--- src/rtl/seg_scan_ctrl.sv ---
`default_nettype none
// ============================================================================
// Module      : seg_scan_ctrl
// Description : Time-multiplexed 8-digit 7-segment scan controller with an
//               8 x 4-bit digit store, per-digit blanking and frame pulse.
// Revision    : 1.0 - initial release
// ============================================================================
module seg_scan_ctrl #(
  parameter int CLK_DIV = 100000
) (
  input  logic       clk,
  input  logic       rst_n,
  input  logic       wr_en,
  input  logic [2:0] wr_addr,
  input  logic [3:0] wr_data,
  input  logic [7:0] digit_en,
  input  logic       hold,
  output logic [3:0] num,
  output logic [2:0] sel,
  output logic       blank,
  output logic       frame_done
);

  // A single-cycle slot still needs a 1-bit counter that simply stays at 0.
  localparam int             CNT_W   = (CLK_DIV > 1) ? $clog2(CLK_DIV) : 1;
  localparam logic [CNT_W-1:0] CNT_MAX = CNT_W'(CLK_DIV - 1);
  localparam logic [2:0]     SEL_LAST = 3'd7;

  logic [CNT_W-1:0] div_cnt;
  logic [3:0]       store [8];
  logic             tick;

  assign tick = (div_cnt == CNT_MAX) && !hold;

  always_ff @(posedge clk or negedge rst_n) begin
    if (!rst_n) begin
      div_cnt    <= '0;
      sel        <= '0;
      frame_done <= 1'b0;
      for (int i = 0; i < 8; i++) begin
        store[i] <= '0;
      end
    end else begin
      if (!hold) begin
        div_cnt <= (div_cnt == CNT_MAX) ? '0 : div_cnt + 1'b1;
      end
      if (tick) begin
        sel <= sel + 3'd1;
      end
      frame_done <= tick && (sel == SEL_LAST);
      // Writes are independent of scanning, so they land even while held.
      if (wr_en) begin
        store[wr_addr] <= wr_data;
      end
    end
  end

  assign num   = store[sel];
  assign blank = ~digit_en[sel];

endmodule
`default_nettype wire

--- config.mk ---
export PLATFORM = sky130hd
export DESIGN_NAME = seg_scan_ctrl
export DESIGN_NICKNAME = d
export VERILOG_FILES = /design/src/rtl/seg_scan_ctrl.sv
export SDC_FILE = /design/constraint.sdc
export NUM_CORES = 1
export LEC_CHECK = 0
export ABC_AREA = 1
export BUFFER_PORTS_ARGS = -buffer_cell sky130_fd_sc_hd__buf_2
export CORE_MARGIN = 5
export CORE_UTILIZATION = 53
export DETAILED_ROUTE_END_ITERATION = 12
export GPL_ROUTABILITY_DRIVEN = 1
export PLACE_DENSITY = 0.73
export SLEW_MARGIN = 5
export SYNTH_ARGS = -nofsm -noshare
export SYNTH_HDL_FRONTEND = slang
export SYNTH_SLANG_ARGS = --single-unit
--- constraint.sdc ---
create_clock -name clk -period 1.3 [get_ports clk]
set_clock_uncertainty 0.1 [all_clocks]
set_input_delay 0.065 -clock clk [delete_from_list [all_inputs] [get_ports clk]]
set_output_delay 0.065 -clock clk [all_outputs]
set_load 0.01 [all_outputs]
Yosys cells after proc, flatten, opt, wreduce, memory -nomap -nowiden. Index checks and enable logic that the tools add are counted.

Register bits: 53.

Add/subtract/negate cells: 2. Order comparisons: 4. Equality and inequality tests: 2. Mux-type cells: 9. Bitwise operators: 3. Reduce and logical (&&, ||, !) cells: 4.

Operators with widths (count): $bwmux W32 (1); $add A17 B1 Y17 const B (1); $eq A17 B17 Y1 const B (1); $mux W17 (1); $bmux W4 S3 (1); $demux W4 S3 (1); $mux W4 (3); $ge A4 B4 Y1 const B (2); $not A3 Y4 (2); $lt A3 B4 Y1 const B (1); $lt A4 B1 Y1 const B (1); $add A3 B1 Y3 const B (1); $bmux W1 S3 (1); $eq A3 B3 Y1 const B (1); $logic_and A1 B1 Y1 (3); $logic_not A1 Y1 (1); $mux W1 (1); $not A1 Y1 (1).

Depth between registers and ports, before layout.
Depth after elaboration: 6. Mapped depth: 9. Mapped depth without buffers: 9.

Worst setup path before layout. No wires, ideal clock.

Kind: flip-flop to flip-flop. Start: register div_cnt[1]. End: register div_cnt[14]. Setup time: 0.113 ns. Data arrival time: 1.135 ns. Slack: -0.048 ns. Stages on the path, launching flop included: 7. Path buffers: 0. Clock period less this slack: 1.348 ns. Cells stage by stage: dfrtp_1 > ha_1 > nand4_1 > nor2_1 > nand3_1 > nand2_1 > inv_1.

Cells in the longest elaborated chain, start to end: 2. Elaborated cells on any way between the ends: 3. Classes of those cells: add/sub: 1; eq/ne: 1; mux: 1.

RTL lines: start: declaration (RTL line 29) `logic [CNT_W-1:0] div_cnt;`; start signal: assignment (RTL line 45) `div_cnt <= (div_cnt == CNT_MAX) ? '0 : div_cnt + 1'b1;`; $add A17 B1 Y17 / $eq A17 B17 Y1 (equally long branches) (RTL line 45); $mux W17 (*) (RTL line 45).

Every way passes the cells marked *; elsewhere a longest branch is shown, timed or not. A chain may end at the register's enable or synchronous reset.

Worst setup path in the final report.
Start: register sel[0]. End: output num[3].

Cells in the longest elaborated chain, start to end: 4.

RTL lines: start: declaration (RTL line 19) `output logic [2:0] sel,`; start signal: assignment (RTL line 48) `sel <= sel + 3'd1;`; $not A3 Y4 (implied by the code) (RTL line 58) `assign num = store[sel];`; $bmux W4 S3 (RTL line 58); $mux W4 (implied by the code) (2 in a row) (RTL line 58); end: declaration (RTL line 18) `output logic [3:0] num,`.

No other way between the ends. The select of a mux whose other input is x is not followed.

==> summary.md <==
| Metric | Value |
|---|---|
| Cells after Synth | 365 |
| Site row count | 26 |
| Internal Power | 3020 uW |
| First-pass GRT wire length | 13,100 um |
| FMAX | 561 MHz |
| Commonest non-fill, non-tap cell in the layout | nand2_1 |
| Number of global-route vias before repair | 2,611 |
| Layout cell share with drive strength beyond 1 | 37.7% |
| Clock Sinks | 53 |
| Ports | 28 |
| Overflow after GRT | 0 |
| Comb power frac | 23.7% |
| Avg Cell Area, Syn | 7.54 sq um |
| RSZ-0062 raised after global routing | true |
| Total CTS buffers | 5 |
| Crit path max fanout | 11 |
| Post-detail-place hpwl | 5090 um |
| Fin nets | 464 |
| Final Core Density | 76.5% |
| Number of synthesized register bits | 53 |
| Tcrit/Tclk final | 137% |
| Status | finished with violations |
| Reg power frac | 49.3% |
| CTS tree | yes |
| Setup violators final | 25 |
| RD Place Congestion | 0.917 |
| Worst-margin pin slew | 0.320 ns |
| Initial core utilization | 54.2% |
| Critical path type | reg -> out |
| Syn-to-layout area delta | 41.2% |
| Vias/cell | 5.82 |
| Slew HR | 78.7% |
| CTS H-Tree Depth | 2 |
| Pleak | 0.00196 uW |
| N_diodes | 0 |
| Commonest non-fill, non-tap cells in the layout | nand2_1, dfrtp_1, o21ai_0, buf_4, nor2_1 |
| Critical path startpoint category | flop |
| Clock share of power | 27.0% |
| Synth unique cells | 25 |
| Final Total Pwr | 4420 uW |
| DRT Wirelength | 8820 um |
| DR WL/cell | 17.2 um |
| Tmin final | 1.78 ns |
| Post-synth net total | 387 |
| Switching pwr | 1400 uW |
| Reg clk slew, reported paths | 0.09 ns |
| DRT iter0 DRCs | 343 |
| Netlist Area Pre-Place | 2750 sq um |
| Maxcap violations | 0 |
| CTS root buf | clkbuf_8 |
| Hold Fails Final Rpt | 0 |
| DRT antenna net count | 0 |
| Warnings from Yosys | 0 |
| Arr. time, crit path | 1.62 ns |
| Antenna violations before repair | 0 |
| Switching part of the total power | 31.7% |
| Largest net degree at the start of global routing | 54 |
| Drc violations | 0 |
| Initial DRT Pass Iterations | 6 |
| Die Y-Extent | 82.1 um |
| Clock Path Buffers | 2 |
| PD cells | 1140 nW/um^2 |
| Worst-skew pair later-pin latency | 0.31 ns |
| Max Slew Vio Count | 0 |
| Failing checks | setup timing |
| Port bufs | 27 |
| Worst endpoint required time | 1.13 ns |
| Worst min path class | in -> reg |
| GRT Resource Usage Total | 25.7% |
| Peak VDD IR | 0.750 mV |
| Critical path capture point type | output pin |
| Die W | 82.1 um |
| Routed vias | 2,986 |
| Core area | 5070 sq um |
| Final setup margin | -0.482 ns |
| Register area share after synthesis | 48.2% |
| Total die area | 6730 sq um |
-- worst paths after layout --
kind | from | endpoint | slack (ns) | cells past startpoint
max | sel[0] | num[3] | -0.48 | 6
min | wr_data[2] | store[2] | 0.03 | 3
max reg2reg | div_cnt[9] | div_cnt[3] | -0.18 | 5
min reg2reg | store[13] | store[13] | 0.40 | 2
max in group asynchronous | rst_n | div_cnt[2] | 0.66 | 3
min in group asynchronous | rst_n | store[18] | 0.17 | 3
-- kinds of logic after synthesis --
group / after synthesis / synth area share, %
compound gates: 66 / 12.6
xor+xnor: 6 / 1.91
fa+ha+maj: 3 / 1.36
buf+inv: 47 / 6.64
flops: 53 / 48.2
simple gates: 190 / 29.3
-- area by class of cell --
cell class	count	area, sq um
clock buffer	6	82.6
fill	324	1190
timing repair buffer	78	638
tap	70	87.6
inverter	39	154
sequential	53	1340
clock inverter	2	37.5
multi-input combinational	265	1550
-- metal layers --
layer	part of all wire [%]	vias up	GRT usage, %	wire length (um)
met5	0	-	0	0
met4	3.8	0	6.48	332
met3	8.8	49	5.26	779
li1	-	1335	-	-
met2	45	202	39.1	4010
met1	42	1400	37.5	3700
-- synth_stat cells, drive strengths merged --
library cell,number,area share [%]
xnor2,3,0.96
o22ai,8,1.8
nor3,6,1.7
o21ai,47,8.5
nor2,51,7.3
nand3,15,2.7
ha,3,1.4
inv,39,5.3
a21oi,8,1.5
o21bai,1,0.27
nand2,108,15
a31oi,1,0.23
dfrtp,53,48
nand4,10,2.8
clkbuf,5,0.68
a22oi,1,0.27
buf,3,0.64
xor2,3,0.96
-- critical path, stage by stage (launching register included) --
cell and delay, ns:
dfrtp_2 0.46, buf_6 0.16, o21ai_0 0.25, o22ai_1 0.15
nand2_1 0.08, nand2_1 0.06, buf_2 0.14
-- power groups by stage --
| stage | logic [uW] | clock network (uW) | registers [uW] |
|---|---|---|---|
| floorplan | 417 | 0 | 2080 |
| CTS | 853 | 1200 | 2130 |
| finish | 1050 | 1190 | 2180 |
| global route | 1140 | 1290 | 2210 |
| global placement | 626 | 0 | 2130 |
| detailed placement | 656 | 0 | 2140 |
-- flip-flops by register name, summed over array words and instances (netlist names) --
name and flops:
store 32, div_cnt 17, sel 3, frame_done 1
-- through the flow --
stage / hold slack (ns) / instances / instance area, sq um / setup TNS [ns] / setup slack, ns
detailed placement: -0.0208 / 483 / 3180 / -2.28 / -0.156
global placement: -0.0189 / 483 / 3180 / -1.31 / -0.0838
global route: 0.0509 / 513 / 3880 / -6.46 / -0.508
finish: 0.0258 / 513 / 3880 / -4.45 / -0.482
floorplan: -0.331 / 365 / 2760 / -0.00330 / -0.00330
CTS: 0.0285 / 508 / 3580 / -2.69 / -0.391
-- repair_timing --
| action | 4_1_cts | 5_1_grt |
|---|---|---|
| hold buffers | 2 | 0 |
| resized for setup | 49 | 75 |
| endpoints found under the hold margin | 54 | 0 |
| pin swaps | 32 | 41 |
| setup buffers | 15 | 3 |
| cloned | 0 | 2 |
| endpoints found under the setup margin | 25 | 25 |
Power figures use the tool's default switching activity.
